## config.mk

```make
export PLATFORM = sky130hd
export DESIGN_NAME = rotate_left_unit
export DESIGN_NICKNAME = d
export VERILOG_FILES = /design/src/rtl/rotate_pkg.sv /design/src/rtl/rotate_left_stages.sv /design/src/rtl/rotate_left_unit.sv
export SDC_FILE = /design/constraint.sdc
export NUM_CORES = 1
export LEC_CHECK = 0
export CELL_PAD_IN_SITES_DETAIL_PLACEMENT = 1
export CELL_PAD_IN_SITES_GLOBAL_PLACEMENT = 1
export CORE_UTILIZATION = 33
export CTS_BUF_LIST = sky130_fd_sc_hd__clkbuf_4 sky130_fd_sc_hd__clkbuf_8 sky130_fd_sc_hd__clkbuf_16
export CTS_CLUSTER_DIAMETER = 100
export DETAILED_ROUTE_END_ITERATION = 10
export HOLD_SLACK_MARGIN = 0.15
export MAX_ROUTING_LAYER = met4
export PLACE_DENSITY_LB_ADDON = 0.1
export SETUP_SLACK_MARGIN = 0.4
export SLEW_MARGIN = 25
export SYNTH_ARGS = -nofsm -noshare
export SYNTH_HDL_FRONTEND = slang
export SYNTH_SLANG_ARGS = --single-unit
```

## constraint.sdc

```tcl
create_clock -name clk -period 1.2 [get_ports clk]
set_input_delay 0.24 -clock clk [delete_from_list [all_inputs] [get_ports clk]]
set_output_delay 0.24 -clock clk [all_outputs]
set_load 0.02 [all_outputs]
```

## src/rtl/rotate_pkg.sv

```systemverilog
// Shared constants and the bit-level rotate reference used by the checker.
package rotate_pkg;

    localparam int ROT_WIDTH_DEF = 8;
    localparam int ROT_AMT_W_DEF = 3;
    localparam int ROT_MAX_W     = 64;

    // Rotate the low 'width' bits of data left by amt (reduced mod width).
    function automatic logic [ROT_MAX_W-1:0] rot_l(input logic [ROT_MAX_W-1:0] data,
                                                   input int unsigned amt,
                                                   input int unsigned width);
        logic [ROT_MAX_W-1:0] res;
        res = {ROT_MAX_W{1'b0}};
        for (int unsigned i = 0; i < width; i++) begin
            res[(i + amt) % width] = data[i];
        end
        return res;
    endfunction

endpackage

```

## src/rtl/rotate_left_stages.sv

```systemverilog
// Combinational log-depth left rotator: amount reduced mod WIDTH, then one
// fixed-rotate mux stage per amount bit.
module rotate_left_stages
    import rotate_pkg::*;
#(
    parameter int WIDTH = ROT_WIDTH_DEF,
    parameter int AMT_W = $clog2(WIDTH)
) (
    input  logic [WIDTH-1:0] a,
    input  logic [AMT_W-1:0] amt,
    output logic [WIDTH-1:0] y
);

    logic [AMT_W-1:0] amt_red_s;
    logic [WIDTH-1:0] stage_s [0:AMT_W];

    assign amt_red_s  = AMT_W'(32'(amt) % 32'(WIDTH));
    assign stage_s[0] = a;

    for (genvar k = 0; k < AMT_W; k++) begin : g_stage
        // Stage shift taken mod WIDTH so a zero shift degenerates to a wire.
        localparam int SH = (2 ** k) % WIDTH;
        logic [WIDTH-1:0] rot_s;
        assign rot_s          = (stage_s[k] << SH) | (stage_s[k] >> (WIDTH - SH));
        assign stage_s[k + 1] = amt_red_s[k] ? rot_s : stage_s[k];
    end

    assign y = stage_s[AMT_W];

endmodule

```

## src/rtl/rotate_left_unit.sv

```systemverilog
// Registered barrel rotator. Define ROTATE_LEFT_BIDIR_EN to add the dir port
// (dir=1 rotates right, realised as a left rotate by WIDTH - amt).
module rotate_left_unit
    import rotate_pkg::*;
#(
    parameter int WIDTH = ROT_WIDTH_DEF,
    parameter int AMT_W = $clog2(WIDTH)
) (
    input  logic             clk,
    input  logic             rst_n,
    input  logic             in_valid,
    input  logic [WIDTH-1:0] a,
    input  logic [AMT_W-1:0] amt,
`ifdef ROTATE_LEFT_BIDIR_EN
    input  logic             dir,
`endif
    output logic [WIDTH-1:0] y,
    output logic             out_valid
);

    logic [31:0]      amt_mod_s;
    logic [31:0]      amt_left_s;
    logic [AMT_W-1:0] amt_eff_s;
    logic [WIDTH-1:0] rot_s;
    logic [WIDTH-1:0] y_d,         y_q;
    logic             out_valid_d, out_valid_q;

    // Fold direction into an equivalent left-rotate amount.
    always_comb begin
        amt_mod_s  = 32'(amt) % 32'(WIDTH);
        amt_left_s = amt_mod_s;
`ifdef ROTATE_LEFT_BIDIR_EN
        if (dir) begin
            amt_left_s = (32'(WIDTH) - amt_mod_s) % 32'(WIDTH);
        end else begin
            amt_left_s = amt_mod_s;
        end
`endif
        amt_eff_s = AMT_W'(amt_left_s);
    end

    rotate_left_stages #(
        .WIDTH (WIDTH),
        .AMT_W (AMT_W)
    ) u_stages (
        .a   (a),
        .amt (amt_eff_s),
        .y   (rot_s)
    );

    // Result holds across idle cycles; valid is a single-cycle strobe.
    always_comb begin
        out_valid_d = in_valid;
        if (in_valid) begin
            y_d = rot_s;
        end else begin
            y_d = y_q;
        end
    end

    // Output stage register.
    always_ff @(posedge clk or negedge rst_n) begin
        if (!rst_n) begin
            y_q         <= {WIDTH{1'b0}};
            out_valid_q <= 1'b0;
        end else begin
            y_q         <= y_d;
            out_valid_q <= out_valid_d;
        end
    end

    assign y         = y_q;
    assign out_valid = out_valid_q;

endmodule

```

==> results of run 1 <==
## logic make-up after synthesis
| kind of cell | Yosys count |
|---|---|
| AOI/OAI and AO/OA | 24 |
| DFF | 9 |
| muxes | 8 |
| and+or+nand+nor | 12 |
| buffers and inverters | 5 |
## power breakdown
part	internal (mW)	switching [mW]	leakage [nW]
clock network	0.152	0.127	0.0184
logic	0.262	0.227	0.323
registers	0.341	0.0273	0.107
total	0.755	0.381	0.448
## worst max-delay path by stage
stage / to / cells past startpoint / start
2_1_floorplan: y[6]$_DFFE_PN0P_ / 4 / amt[0]
3_3_place_gp: y[6]$_DFFE_PN0P_ / 5 / amt[0]
3_5_place_dp: y[4]$_DFFE_PN0P_ / 5 / amt[0]
4_1_cts: y[4] / 1 / y[4]$_DFFE_PN0P_
5_1_grt: y[7] / 1 / y[7]$_DFFE_PN0P_
6_report: y[7] / 1 / y[7]$_DFFE_PN0P_
## cells in the final DEF, fill, tap and decap left out
master           count
and2_4               1
mux2i_4              8
a31o_1               8
buf_6               11
clkdlybuf4s50_1      1
dlygate4sd2_1        9
buf_4                4
buf_2                2
nor2b_1              8
nor2_4               1
bufbuf_16            1
nor2b_4              2
buf_8                1
dfrtp_1              9
buf_12               2
a22oi_2             13
clkbuf_4             4
a22oi_1              3
## state kept, by name (all words and copies together), names as in the netlist
signal / count
out_valid: 1
y: 8
## metal layers
metal | routed length [um] | GRT usage | vias to the layer above
li1 | - | - | 285
met2 | 1240 | 0.465 | 15
met3 | 75 | 0.0612 | 2
met1 | 827 | 0.258 | 330
met5 | 0 | - | -
met4 | 27 | 0.0727 | 0
## stage by stage
stage | instances | area (sq um)
6_report | 113 | 1160
5_1_grt | 113 | 1160
4_1_cts | 112 | 1120
3_5_place_dp | 106 | 992
3_3_place_gp | 106 | 992
2_1_floorplan | 58 | 716
## timing repair
action                                  CTS  global route
pin swaps                                17             8
hold buffers                              0             0
endpoints found under the setup margin   17            17
gates cloned                              1             0
gates resized for setup                  92             6
buffers inserted                          1             1
## cell type report
type / count / area, sq um
clock buffer: 4 / 30.0
fill: 170 / 548
multi-input combinational: 44 / 533
sequential: 9 / 225
tap: 25 / 31.3
timing repair buffer: 31 / 340
==> impl_metrics.env, run 1 <==
export IMPL_clkTransAtPathRegs_ns=0.07
export IMPL_die_width_um=44.6
export IMPL_drive_above_1_share=0.568
export IMPL_skew_ns=0
export IMPL_critPathKind="register to primary output"
export IMPL_wl_mm=2.17
export IMPL_synth_avg_cell_area_sq_um=10.3
export IMPL_synth_cell_types=10
export IMPL_cts_root_buffer="clkbuf_4"
export IMPL_cts_tree="built"
export IMPL_startpoint_type="register"
export IMPL_synth_top_family_by_area="compound AO/OA/AOI/OAI gates"
export IMPL_path_cells="buf_6"
export IMPL_wl_per_cell_um=19.2
export IMPL_ys_warn_count=0
export IMPL_insertion_delay_ns=0.27
export IMPL_slew_violations=0
export IMPL_die_area_sq_um=1990
export IMPL_layout_min_cycle_time_ns=1.07
export IMPL_min_path_type="input port to async pin"
export IMPL_p_leak_nw=0.448
export IMPL_grt_pass1_wl_mm=3.33
export IMPL_pre_cts_ws_ns=-0.528
export IMPL_grt_overflow=0
export IMPL_synth_most_common_cell="a22oi_1"
export IMPL_crit_arrival_ns=0.83
export IMPL_slew_limit_headroom=0.718
export IMPL_synth_ff_type="dfrtp_1"
export IMPL_netlist_instances=58
export IMPL_status="completed"
export IMPL_cp_top_family="flip-flops"
export IMPL_synth_seq_cells=9
export IMPL_p_per_area_nw_per_um2=979
export IMPL_start_util=0.351
export IMPL_synth_net_count=72
export IMPL_grt_pass1_vias=686
export IMPL_drc=0
export IMPL_antenna_found_initial=0
export IMPL_utilization=0.679
export IMPL_peakVddDrop_mv=1.03
export IMPL_portBuffers=22
export IMPL_netlist_area_leader_share=0.376
export IMPL_synth_area_top_cells="dfrtp_1 (38%), a22oi_1 (20%), mux2i_1 (13%)"
export IMPL_timing_critical_path_to_type="primary output"
export IMPL_area_delta_synth_final_pct=93.5
export IMPL_r2r_start="y[7]$_DFFE_PN0P_"
export IMPL_synth_xor_area_frac=0
export IMPL_setup_tns_final_ns=0
export IMPL_rrSetupSlack_ns=0.23
export IMPL_rr_endpoint="y[7]$_DFFE_PN0P_"
export IMPL_hpwl_mm=1.35
export IMPL_worst_slack_ns=0.127
export IMPL_coreArea_sq_um=1710
export IMPL_max_slew_worst_pin_slew_ns=0.422
export IMPL_vias=632
export IMPL_fin_crit_sh=0.894
export IMPL_synth_cells_most_frequent="a22oi_1 (16), nor2b_1 (10), dfrtp_1 (9)"
export IMPL_cp_buffers_inverters=1
export IMPL_max_stage_delay_ns=0.41
export IMPL_avgViaCountPerCell=5.59
export IMPL_max_freq_mhz=932
export IMPL_place_congestion=0.707
export IMPL_reg2regPathDepth=3
export IMPL_max_cap_viol_count=0
export IMPL_rsz0062_at_grt="true"
export IMPL_critical_path_required_ns=0.96
export IMPL_numClockSinks=9
export IMPL_htreeDepth=1
export IMPL_grtUsageTotal=0.251
export IMPL_dieHeight_um=44.6
export IMPL_crit_fanout=2
export IMPL_cts_buffers=3
export IMPL_row_count=15
export IMPL_slowest_stage="dfrtp_1"
export IMPL_synth_compound_area_frac=0.317
export IMPL_finalSetupViolCount=0
export IMPL_finalHoldViolCount=0
export IMPL_synth_edf_count=0
export IMPL_synthAdderAreaFrac=0
export IMPL_dr_pass1_iters=4
export IMPL_finalPower_mw=1.14
export IMPL_grt_max_degree=10
export IMPL_yosys_area_top_type="dfrtp_1"
export IMPL_cts_max_path_buffers=2
export IMPL_syn_area_sq_um=599
export IMPL_whs_ns=0.253
export IMPL_antenna_left=0
export IMPL_synth_mux_area_frac=0.134
export IMPL_synth_async_reset_ratio=1.00
export IMPL_pin_count=23
export IMPL_layout_nets=103
export IMPL_drtIter0Drc=14
export IMPL_seq_area_frac_synth=0.376
export IMPL_antenna_cells=0
export IMPL_yosys_area_share_simple=0.125
Power figures use the tool's default switching activity.
==> run 2, diff against run 1 <==
--- a/config.mk
+++ b/config.mk
@@ -5,7 +5,7 @@
 export SDC_FILE = /design/constraint.sdc
 export NUM_CORES = 1
 export LEC_CHECK = 0
-export CELL_PAD_IN_SITES_DETAIL_PLACEMENT = 1
+export CELL_PAD_IN_SITES_DETAIL_PLACEMENT = 0
 export CELL_PAD_IN_SITES_GLOBAL_PLACEMENT = 1
 export CORE_UTILIZATION = 33
 export CTS_BUF_LIST = sky130_fd_sc_hd__clkbuf_4 sky130_fd_sc_hd__clkbuf_8 sky130_fd_sc_hd__clkbuf_16
==> run 2 against run 1 <==
Net effect:
- first-iteration DRC count shrank 79%
- sequential power shrank 1%
- clock skew is the same
- setup slack gained 0.048 ns
- largest power group unchanged
- maximum frequency grew 4.6%
- via count shrank 7.1%
- largest cell class unchanged
- final cell count shrank 1.8%
- highest routed layer is now met3
==> impl_metrics.env, run 2 (synthesized netlist as in run 1, its figures left out) <==
export IMPL_critical_path_required_ns=0.96
export IMPL_stdcell_area_sq_um=1100
export IMPL_utilization=0.644
export IMPL_postCtsHoldBufs=0
export IMPL_cts_max_path_buffers=2
export IMPL_largest_register_ffs=8
export IMPL_drive_above_1_share=0.477
export IMPL_cts_setup_buffers=0
export IMPL_wl_mm=1.51
export IMPL_max_freq_mhz=975
export IMPL_skew_ns=0
export IMPL_die_width_um=44.6
export IMPL_final_cell_mix="nor2b_1 (10), buf_6 (10), dlygate4sd2_1 (9), dfrtp_1 (9)"
export IMPL_area_delta_synth_final_pct=83.5
export IMPL_drtIter0Drc=3
export IMPL_path_cells="buf_6"
export IMPL_peakVddDrop_mv=0.686
export IMPL_antenna_cells=0
export IMPL_status="completed"
export IMPL_coreArea_sq_um=1710
export IMPL_finalSetupViolCount=0
export IMPL_place_congestion=0.707
export IMPL_max_cap_viol_count=0
export IMPL_clkTransAtPathRegs_ns=0.06
export IMPL_insertion_delay_ns=0.26
export IMPL_cp_buffers_inverters=1
export IMPL_max_slew_worst_pin_slew_ns=0.416
export IMPL_layout_min_cycle_time_ns=1.03
export IMPL_avgViaCountPerCell=5.29
export IMPL_hpwl_mm=1.08
export IMPL_grt_pass1_wl_mm=2.73
export IMPL_cp_top_family="flip-flops"
export IMPL_met1_usage=0.221
export IMPL_cts_root_buffer="clkbuf_4"
export IMPL_antenna_found_initial=0
export IMPL_drc=0
export IMPL_dr_pass1_iters=4
export IMPL_slew_violations=0
export IMPL_fin_crit_sh=0.855
export IMPL_die_area_sq_um=1990
export IMPL_rsz0062_at_grt="true"
export IMPL_crit_fanout=2
export IMPL_layout_nets=101
export IMPL_startpoint_type="register"
export IMPL_grtUsageMet3=0.0735
export IMPL_use_met2=0.347
export IMPL_top_usage_layer="met2"
export IMPL_fill_cells=151
export IMPL_slowest_stage="dfrtp_1"
export IMPL_dieHeight_um=44.6
export IMPL_cts_tree="built"
export IMPL_grtUsageTotal=0.198
export IMPL_max_stage_delay_ns=0.39
export IMPL_start_util=0.351
export IMPL_vias=587
export IMPL_grt_pass1_vias=615
export IMPL_grt_overflow=0
export IMPL_portBuffers=22
export IMPL_min_path_type="input port to async pin"
export IMPL_wl_per_cell_um=13.6
export IMPL_numClockSinks=9
export IMPL_p_leak_nw=0.425
export IMPL_crit_arrival_ns=0.79
export IMPL_row_count=15
export IMPL_htreeDepth=1
export IMPL_p_per_area_nw_per_um2=959
export IMPL_antenna_left=0
export IMPL_grt_max_degree=10
export IMPL_critPathKind="register to primary output"
export IMPL_pin_count=23
export IMPL_timing_critical_path_to_type="primary output"
export IMPL_placed_area_sq_um=992
export IMPL_finalHoldViolCount=0
export IMPL_slew_limit_headroom=0.722
export IMPL_cts_buffers=3
run 2: changes by cell type in the layout (fill, tap and decap cells not counted):
| cell | delta |
|---|---|
| a22oi_1 | +5 |
| a22oi_2 | -5 |
| nor2b_1 | +2 |
| nor2b_4 | -2 |
| and2_2 | +1 |
| and2_4 | -1 |
| buf_4 | -1 |
| buf_6 | -1 |
run 2: where the power goes:
group,switching [mW],internal [mW]
registers,0.0232,0.341
clock network,0.103,0.151
logic,0.197,0.240
total,0.323,0.732
run 2: cell type report:
type	count	area, sq um	area share
clock buffer	4	30.0	0.0273
sequential	9	225	0.205
multi-input combinational	44	492	0.447
tap	25	31.3	0.0284
timing repair buffer	29	322	0.292
run 2: path summary, 6_finish.rpt:
kind | slack, ns | to | from | depth (start not counted)
worst max-delay path | 0.17 | y[4] | y[4]$_DFFE_PN0P_ | 1
worst min-delay path | 0.28 | y[2]$_DFFE_PN0P_ | rst_n | 1
worst max register to register | 0.39 | y[3]$_DFFE_PN0P_ | y[3]$_DFFE_PN0P_ | 2
worst min register to register | 0.62 | y[7]$_DFFE_PN0P_ | y[7]$_DFFE_PN0P_ | 2
max in group asynchronous | 0.63 | out_valid$_DFF_PN0_ | rst_n | 1
min in group clk | 0.56 | y[4]$_DFFE_PN0P_ | amt[1] | 5
run 2: repair_timing:
action                                  4_1_cts  5_1_grt
pin swaps                                    16        5
gates resized for setup                      79        9
gates cloned                                  1        0
endpoints found under the setup margin       17       17
run 2: through the flow:
stage	setup WS, ns	hold slack (ns)	total power [mW]	TNS, ns	instances
finish	0.175	0.279	1.06	0	111
global placement	-0.485	0.568	0.766	-3.69	106
floorplan	0.131	-0.0556	0.588	0	58
CTS	0.159	0.281	1.05	0	111
detailed placement	-0.503	0.564	0.768	-3.80	106
global route	0.139	0.307	1.12	0	111
run 2: layer usage:
| metal | part of all wire | wire, um | vias up |
|---|---|---|---|
| li1 | - | - | 285 |
| met1 | 0.40 | 604 | 288 |
| met2 | 0.56 | 844 | 14 |
| met3 | 0.043 | 65 | 0 |
| met4 | 0 | 0 | 0 |
| met5 | 0 | 0 | - |
==> run 3, diff against run 2 <==
--- a/config.mk
+++ b/config.mk
@@ -5,12 +5,14 @@
 export SDC_FILE = /design/constraint.sdc
 export NUM_CORES = 1
 export LEC_CHECK = 0
+export ABC_AREA = 1
 export CELL_PAD_IN_SITES_DETAIL_PLACEMENT = 0
 export CELL_PAD_IN_SITES_GLOBAL_PLACEMENT = 1
-export CORE_UTILIZATION = 33
+export CORE_UTILIZATION = 32
 export CTS_BUF_LIST = sky130_fd_sc_hd__clkbuf_4 sky130_fd_sc_hd__clkbuf_8 sky130_fd_sc_hd__clkbuf_16
 export CTS_CLUSTER_DIAMETER = 100
 export DETAILED_ROUTE_END_ITERATION = 10
+export GPL_TIMING_DRIVEN = 0
 export HOLD_SLACK_MARGIN = 0.15
 export MAX_ROUTING_LAYER = met4
 export PLACE_DENSITY_LB_ADDON = 0.1
==> run 3 against run 2 <==
Net effect:
- via count rose by 27%
- sequential power barely moved
- setup slack got worse by 0.0072 ns
- synthesized area rose by 9.2%
- non-clock buffer count fell by 1
- final area rose by 0.34%
- maximum frequency fell by 0.69%
- largest power group unchanged
- critical path type unchanged
- power fell by 2.3%
- synthesized cell count rose by 67%
- first-iteration DRC count rose to 3.7 times the previous value
- register-to-register slack barely moved
==> impl_metrics.env, run 3 <==
export IMPL_drc=0
export IMPL_synth_edf_count=0
export IMPL_cts_tree="built"
export IMPL_slew_limit_headroom=0.744
export IMPL_p_leak_nw=0.551
export IMPL_rsz0062_at_grt="true"
export IMPL_final_common_cell="nand2_1"
export IMPL_reg2regPathDepth=4
export IMPL_grt_pass1_wl_mm=2.47
export IMPL_yosys_area_share_simple=0.574
export IMPL_crit_arrival_ns=0.79
export IMPL_clkTransAtPathRegs_ns=0.06
export IMPL_status="completed"
export IMPL_max_slew_worst_pin_slew_ns=0.383
export IMPL_vias=745
export IMPL_dieHeight_um=47.2
export IMPL_hold_depth=1
export IMPL_grt_overflow=0
export IMPL_antenna_found_initial=0
export IMPL_max_freq_mhz=968
export IMPL_synth_async_reset_ratio=1.00
export IMPL_synth_cells_most_frequent="nand2_1 (40), nand3_1 (29), dfrtp_1 (9)"
export IMPL_startpoint_type="register"
export IMPL_antenna_left=0
export IMPL_synth_most_common_cell="nand2_1"
export IMPL_cp_top_family="flip-flops"
export IMPL_final_cell_mix="nand2_1 (31), nand3_2 (22), nand2_2 (17)"
export IMPL_critPathKind="register to primary output"
export IMPL_layout_nets=140
export IMPL_antenna_cells=0
export IMPL_cts_buffers=3
export IMPL_hpwl_mm=1.23
export IMPL_synth_avg_cell_area_sq_um=6.75
export IMPL_area_delta_synth_final_pct=68.6
export IMPL_place_congestion=0.768
export IMPL_skew_ns=0
export IMPL_synth_area_top_cells="dfrtp_1 (34%), nand2_1 (23%), nand3_1 (22%)"
export IMPL_critical_path_required_ns=0.96
export IMPL_pin_count=23
export IMPL_finalSetupViolCount=0
export IMPL_fin_crit_sh=0.860
export IMPL_seq_area_frac_synth=0.344
export IMPL_rr_endpoint="y[1]$_DFFE_PN0P_"
export IMPL_min_path_type="input port to register"
export IMPL_cts_root_buffer="clkbuf_4"
export IMPL_drtIter0Drc=11
export IMPL_min_from="in_valid"
export IMPL_netlist_instances=97
export IMPL_largest_register_ffs=8
export IMPL_die_width_um=47.2
export IMPL_slew_violations=0
export IMPL_netlist_area_leader_share=0.344
export IMPL_wl_per_cell_um=11.0
export IMPL_synth_seq_cells=9
export IMPL_row_count=15
export IMPL_wl_mm=1.64
export IMPL_timing_critical_path_to_type="primary output"
export IMPL_finalHoldViolCount=0
export IMPL_peakVddDrop_mv=0.798
export IMPL_synth_net_count=111
export IMPL_slowest_stage="dfrtp_1"
export IMPL_cts_max_path_buffers=2
export IMPL_holdPathEnd="out_valid$_DFF_PN0_"
export IMPL_ys_warn_count=0
export IMPL_synth_mux_area_frac=0
export IMPL_grt_pass1_vias=627
export IMPL_coreArea_sq_um=1820
export IMPL_htreeDepth=1
export IMPL_p_per_area_nw_per_um2=934
export IMPL_max_stage_delay_ns=0.40
export IMPL_dr_pass1_iters=4
export IMPL_layout_min_cycle_time_ns=1.03
export IMPL_r2r_start="y[1]$_DFFE_PN0P_"
export IMPL_portBuffers=19
export IMPL_synth_xor_area_frac=0
export IMPL_max_cap_viol_count=0
export IMPL_synth_top_family_by_area="simple AND/OR/NAND/NOR gates"
export IMPL_stdcell_count=150
export IMPL_start_util=0.359
export IMPL_rrSetupSlack_ns=0.38
export IMPL_insertion_delay_ns=0.25
export IMPL_synth_compound_area_frac=0
export IMPL_crit_fanout=2
export IMPL_syn_area_sq_um=654
export IMPL_path_cells="buf_6"
export IMPL_synthAdderAreaFrac=0
export IMPL_synth_ff_type="dfrtp_1"
export IMPL_die_area_sq_um=2230
export IMPL_drive_above_1_share=0.528
export IMPL_avgViaCountPerCell=4.97
export IMPL_finalPower_mw=1.03
export IMPL_yosys_area_top_type="dfrtp_1"
export IMPL_grtUsageTotal=0.161
export IMPL_numClockSinks=9
export IMPL_cp_buffers_inverters=1
export IMPL_postCtsHoldBufs=0
export IMPL_grt_max_degree=10
export IMPL_utilization=0.606
export IMPL_synth_cell_types=11
export IMPL_dp_cells=141
-- run 3: area by class of cell --
cell class | count | area, sq um
fill | 178 | 717
multi-input combinational | 80 | 493
timing repair buffer | 24 | 239
sequential | 9 | 225
buffer | 4 | 50.0
inverter | 4 | 35.0
tap | 25 | 31.3
clock buffer | 4 | 30.0
-- run 3: routing by layer --
layer  global-route usage  routed length [um]
met1                0.215                 769
met2                0.241                 807
met3               0.0577                  66
met4               0.0171                   0
met5                    -                   0
-- run 3: report_power, final --
part	switching, mW	total, mW	internal (mW)	leakage [nW]
clock	0.0983	0.249	0.150	0.0184
combinational	0.217	0.417	0.200	0.422
sequential	0.0259	0.366	0.340	0.110
total	0.341	1.03	0.690	0.551
-- run 3: stage by stage --
| step | setup TNS, ns | setup slack, ns | hold WS [ns] | area [sq um] |
|---|---|---|---|---|
| 4_1_cts | 0 | 0.166 | 0.240 | 988 |
| 6_report | 0 | 0.167 | 0.245 | 1100 |
| 2_1_floorplan | 0 | 0.359 | -0.0556 | 707 |
| 5_1_grt | 0 | 0.141 | 0.260 | 1100 |
| 3_3_place_gp | -0.562 | -0.0735 | 0.464 | 928 |
| 3_5_place_dp | -0.582 | -0.0878 | 0.468 | 928 |
-- run 3: what timing repair did --
action,4_1_cts,5_1_grt
gates resized for setup,65,32
pin swaps,6,19
endpoints found under the setup margin,17,17
buffers inserted,3,2
-- run 3: logic make-up after synthesis --
logic type / Yosys count
buffers and inverters: 8
flip-flops: 9
AND/OR/NAND/NOR: 80
-- run 3: worst max path at each step --
| stage | start | endpoint | cells after the start |
|---|---|---|---|
| 3_5_place_dp | in_valid | y[1]$_DFFE_PN0P_ | 5 |
| 3_3_place_gp | in_valid | y[1]$_DFFE_PN0P_ | 5 |
| 6_report | y[1]$_DFFE_PN0P_ | y[1] | 1 |
| 2_1_floorplan | amt[0] | y[6]$_DFFE_PN0P_ | 8 |
| 4_1_cts | y[2]$_DFFE_PN0P_ | y[2] | 1 |
| 5_1_grt | y[1]$_DFFE_PN0P_ | y[1] | 1 |
==> RTL edit 1: new RTL, flow settings as in run 3 <==
Register the output `y` once more, cleared by the reset; this adds one clock of latency there. The other outputs are not delayed to match.
--- a/src/rtl/rotate_left_unit.sv
+++ b/src/rtl/rotate_left_unit.sv
@@ -19,2 +19,4 @@
 );
+
+    logic [WIDTH-1:0] y_c;
 
@@ -71,4 +73,12 @@
 
-    assign y         = y_q;
+    assign y_c       = y_q;
     assign out_valid = out_valid_q;
+
+    always_ff @(posedge clk or negedge rst_n) begin
+        if (!rst_n) begin
+            y <= '0;
+        end else begin
+            y <= y_c;
+        end
+    end
 
Formal check against the unedited RTL: not equivalent (Yosys sat finds a counterexample within 4 cycles, from zero or initial values and one cycle with rst_n low).
==> RTL edit 1 against run 3 <==
  * The run now ends with DRC left
  * Global-route usage fell by 1.6 points
  * Area after synthesis up 27%
  * Power is 30% higher
  * Utilization fell by 14 points
  * Sequential power rose by 84%
  * Die area increased by 26%
  * Sequential share of layout area rose by 17 points
  * Setup slack lost 0.0090 ns
  * Wire length rose by 5.7%
  * Sequential cell count grew 8
  * Cell area grew 4.1%
  * Critical endpoint is now y[4]
  * Largest power group is now registers
==> RTL edit 1: results (changes against run 3) <==
* Status: finished with violations
* Failing checks: DRC
* Post-route insts no fill at 159 (+6.0%)
* Worst reg-to-reg setup slack at 0.59 ns (+0.21 ns)
* Final setup skew at 0.000791 ns (+0.000791 ns)
* Initial drt markers at 23 (+12)
* Non-CTS buffers at 24 (-14%)
* Actual slew at the worst max-slew pin at 0.696 ns (+0.313 ns)
* Cell area after layout at 1150 µm² (+4.1%)
* Synth area leaders: dfrtp_1, nand2_1, nand3_1
* Placed Cells at 154 (+9.2%)
* Register area share after synthesis at 51.1% (+17 points)
* Worst Hold Class: primary input to async pin
* DIE AREA at 2810 µm² (+26%)
* Pre-CTS WS at -0.102 ns (-0.0141 ns)
* Hold WS at 0.101 ns (-0.144 ns)
* Routed wl met3 at 76 µm (+15%)
* First drt pass iteration count at 7 (+3)
* DR DRC count at 2 (+2)
* RR Endpoint: y_c[6]
* Crit-path max FO at 1 (-1)
* Seq area share at 37.0% (+17 points)
* Wirelength, routed at 1740 µm (+5.7%)
* Nets@finish at 144 (+2.9%)
* Post-synthesis cell type count at 10 (-1)
[RTL edit 1: cell count changes in the layout (fill, tap and decap cells not counted), moves of 6 or more]
| cell | before | now |
|---|---|---|
| clkdlybuf4s15_1 | 6 | 0 |
| dfrtp_1 | 9 | 17 |
| dlygate4sd2_1 | 2 | 10 |
| nand2_1 | 31 | 41 |
| nand2_2 | 17 | 7 |
| nand3_1 | 10 | 27 |
| nand3_2 | 22 | 5 |
[RTL edit 1: worst max path at each step]
stage,start,cells after the start,end
3_3_place_gp,in_valid,5,y_c[1]
2_1_floorplan,amt[0],8,y_c[1]
6_report,y[4],1,y[4]
3_5_place_dp,in_valid,5,y_c[5]
4_1_cts,y[4],1,y[4]
5_1_grt,y[5],1,y[5]
[RTL edit 1: cells by family after synthesis]
logic type	Yosys count	share of synthesized area (%)
simple gates	80	42.0
buf+inv	8	6.91
flops	17	51.1
[RTL edit 1: where the power goes]
group,internal (mW),switching [mW]
clock,0.152,0.163
combinational,0.158,0.191
sequential,0.642,0.0326
total,0.952,0.386
==> RTL edit 2: new RTL, flow settings as in run 3 <==
Made on the original files. The package constant `ROT_WIDTH_DEF` goes from 8 to 16.
--- a/src/rtl/rotate_pkg.sv
+++ b/src/rtl/rotate_pkg.sv
@@ -3,3 +3,3 @@
 
-    localparam int ROT_WIDTH_DEF = 8;
+    localparam int ROT_WIDTH_DEF = 16;
     localparam int ROT_AMT_W_DEF = 3;
Ports: changed (resized a, amt and y); port bits go from 23 to 40. The function was not compared with the original's and may differ.
==> RTL edit 2 against run 3 <==
  * Sequential cell count rose by 8
  * Wire length grew to 4.4 times the old value
  * Setup slack worse by 0.0022 ns
  * Power increased to 2.6 times the old value
  * Cell area rose to 3.3 times the old value
  * Sequential share of layout area shrank 8.7 points
  * Utilization increased by 14 points
  * First-iteration DRC count rose to 12 times the old value
  * Area after synthesis is 150% higher
==> RTL edit 2: results (changes against run 3) <==
* Status: finished clean
* Max IR drop VDD at 0.000499 V (-37%)
* GR Util met2 at 47.7% (+24 points)
* Top post-synthesis cells by count: nand3_1, nand2_1, nand3_2, dfrtp_1, nand2_4
* Total track usage at 29.2% (+13 points)
* Comb power frac at 57.0% (+17 points)
* Initial drt markers at 137 (+126)
* Largest net degree at the start of global routing at 18 (+8)
* Post-synthesis cell type count at 14 (+3)
* Dpl cell area at 2150 µm² (+130%)
* DR top layer: met4
* Root Driver: clkbuf_8
* DR vias/cell at 5.68 (+14%)
* Nets@finish at 295 (+110%)
* Max-Slew Margin vs Limit at 48.5% (-26 points)
* Routed wl met3 at 329 µm (+400%)
* Mapped Avg Cell Area at 7.68 µm² (+14%)
* Number of I/O port buffers at 35 (+16)
* WL met1 at 2860 µm (+270%)
* Post-DP HPWL at 3890 µm (+220%)
* Sequential Power Share at 26.1% (-9.4 points)
* Comb pwr at 1.53 mW (+270%)
* Post-synth net total at 236 (+110%)
* Post-DR wirelength/cell at 21.4 µm (+95%)
* Post-route insts no fill at 338 (+130%)
* First-pass GRT wire length at 11100 µm (+350%)
* Register area share after synthesis at 26.0% (-8.4 points)
* Vias in the first global route at 2010 (+220%)
* Pleak at 1.49 nW (+170%)
* Pre-CTS WS at -0.475 ns (-0.387 ns)
* Met1 Usage GRT at 37.3% (+16 points)
* Met2 routed wirelength at 3820 µm (+370%)
* M3 GR Usage at 4.39% (-1.4 points)
## RTL edit 2: final timing paths
path | startpoint | end | slack (ns)
min reg2reg | y[8] | y[8] | 0.50
max in group asynchronous | rst_n | y[7] | 0.58
min in group clk | in_valid | out_valid | 0.26
min | rst_n | y[1] | 0.14
max | y[1] | y[1] | 0.17
max reg2reg | y[2] | y[2] | 0.36
## RTL edit 2: timing repair
item | CTS | global route
setup buffers | 12 | 2
pin swaps | 80 | 41
endpoints found under the setup margin | 50 | 50
cloned | 5 | 0
gates resized for setup | 340 | 26
## RTL edit 2: final cells by class
| cell class | count | area, µm² | area share (%) |
|---|---|---|---|
| clock buffer | 4 | 48.8 | 1.35 |
| multi-input combinational | 176 | 2140 | 59.3 |
| buffer | 15 | 219 | 6.05 |
| tap | 67 | 83.8 | 2.32 |
| sequential | 17 | 425 | 11.8 |
| inverter | 5 | 51.3 | 1.42 |
| timing repair buffer | 54 | 646 | 17.8 |
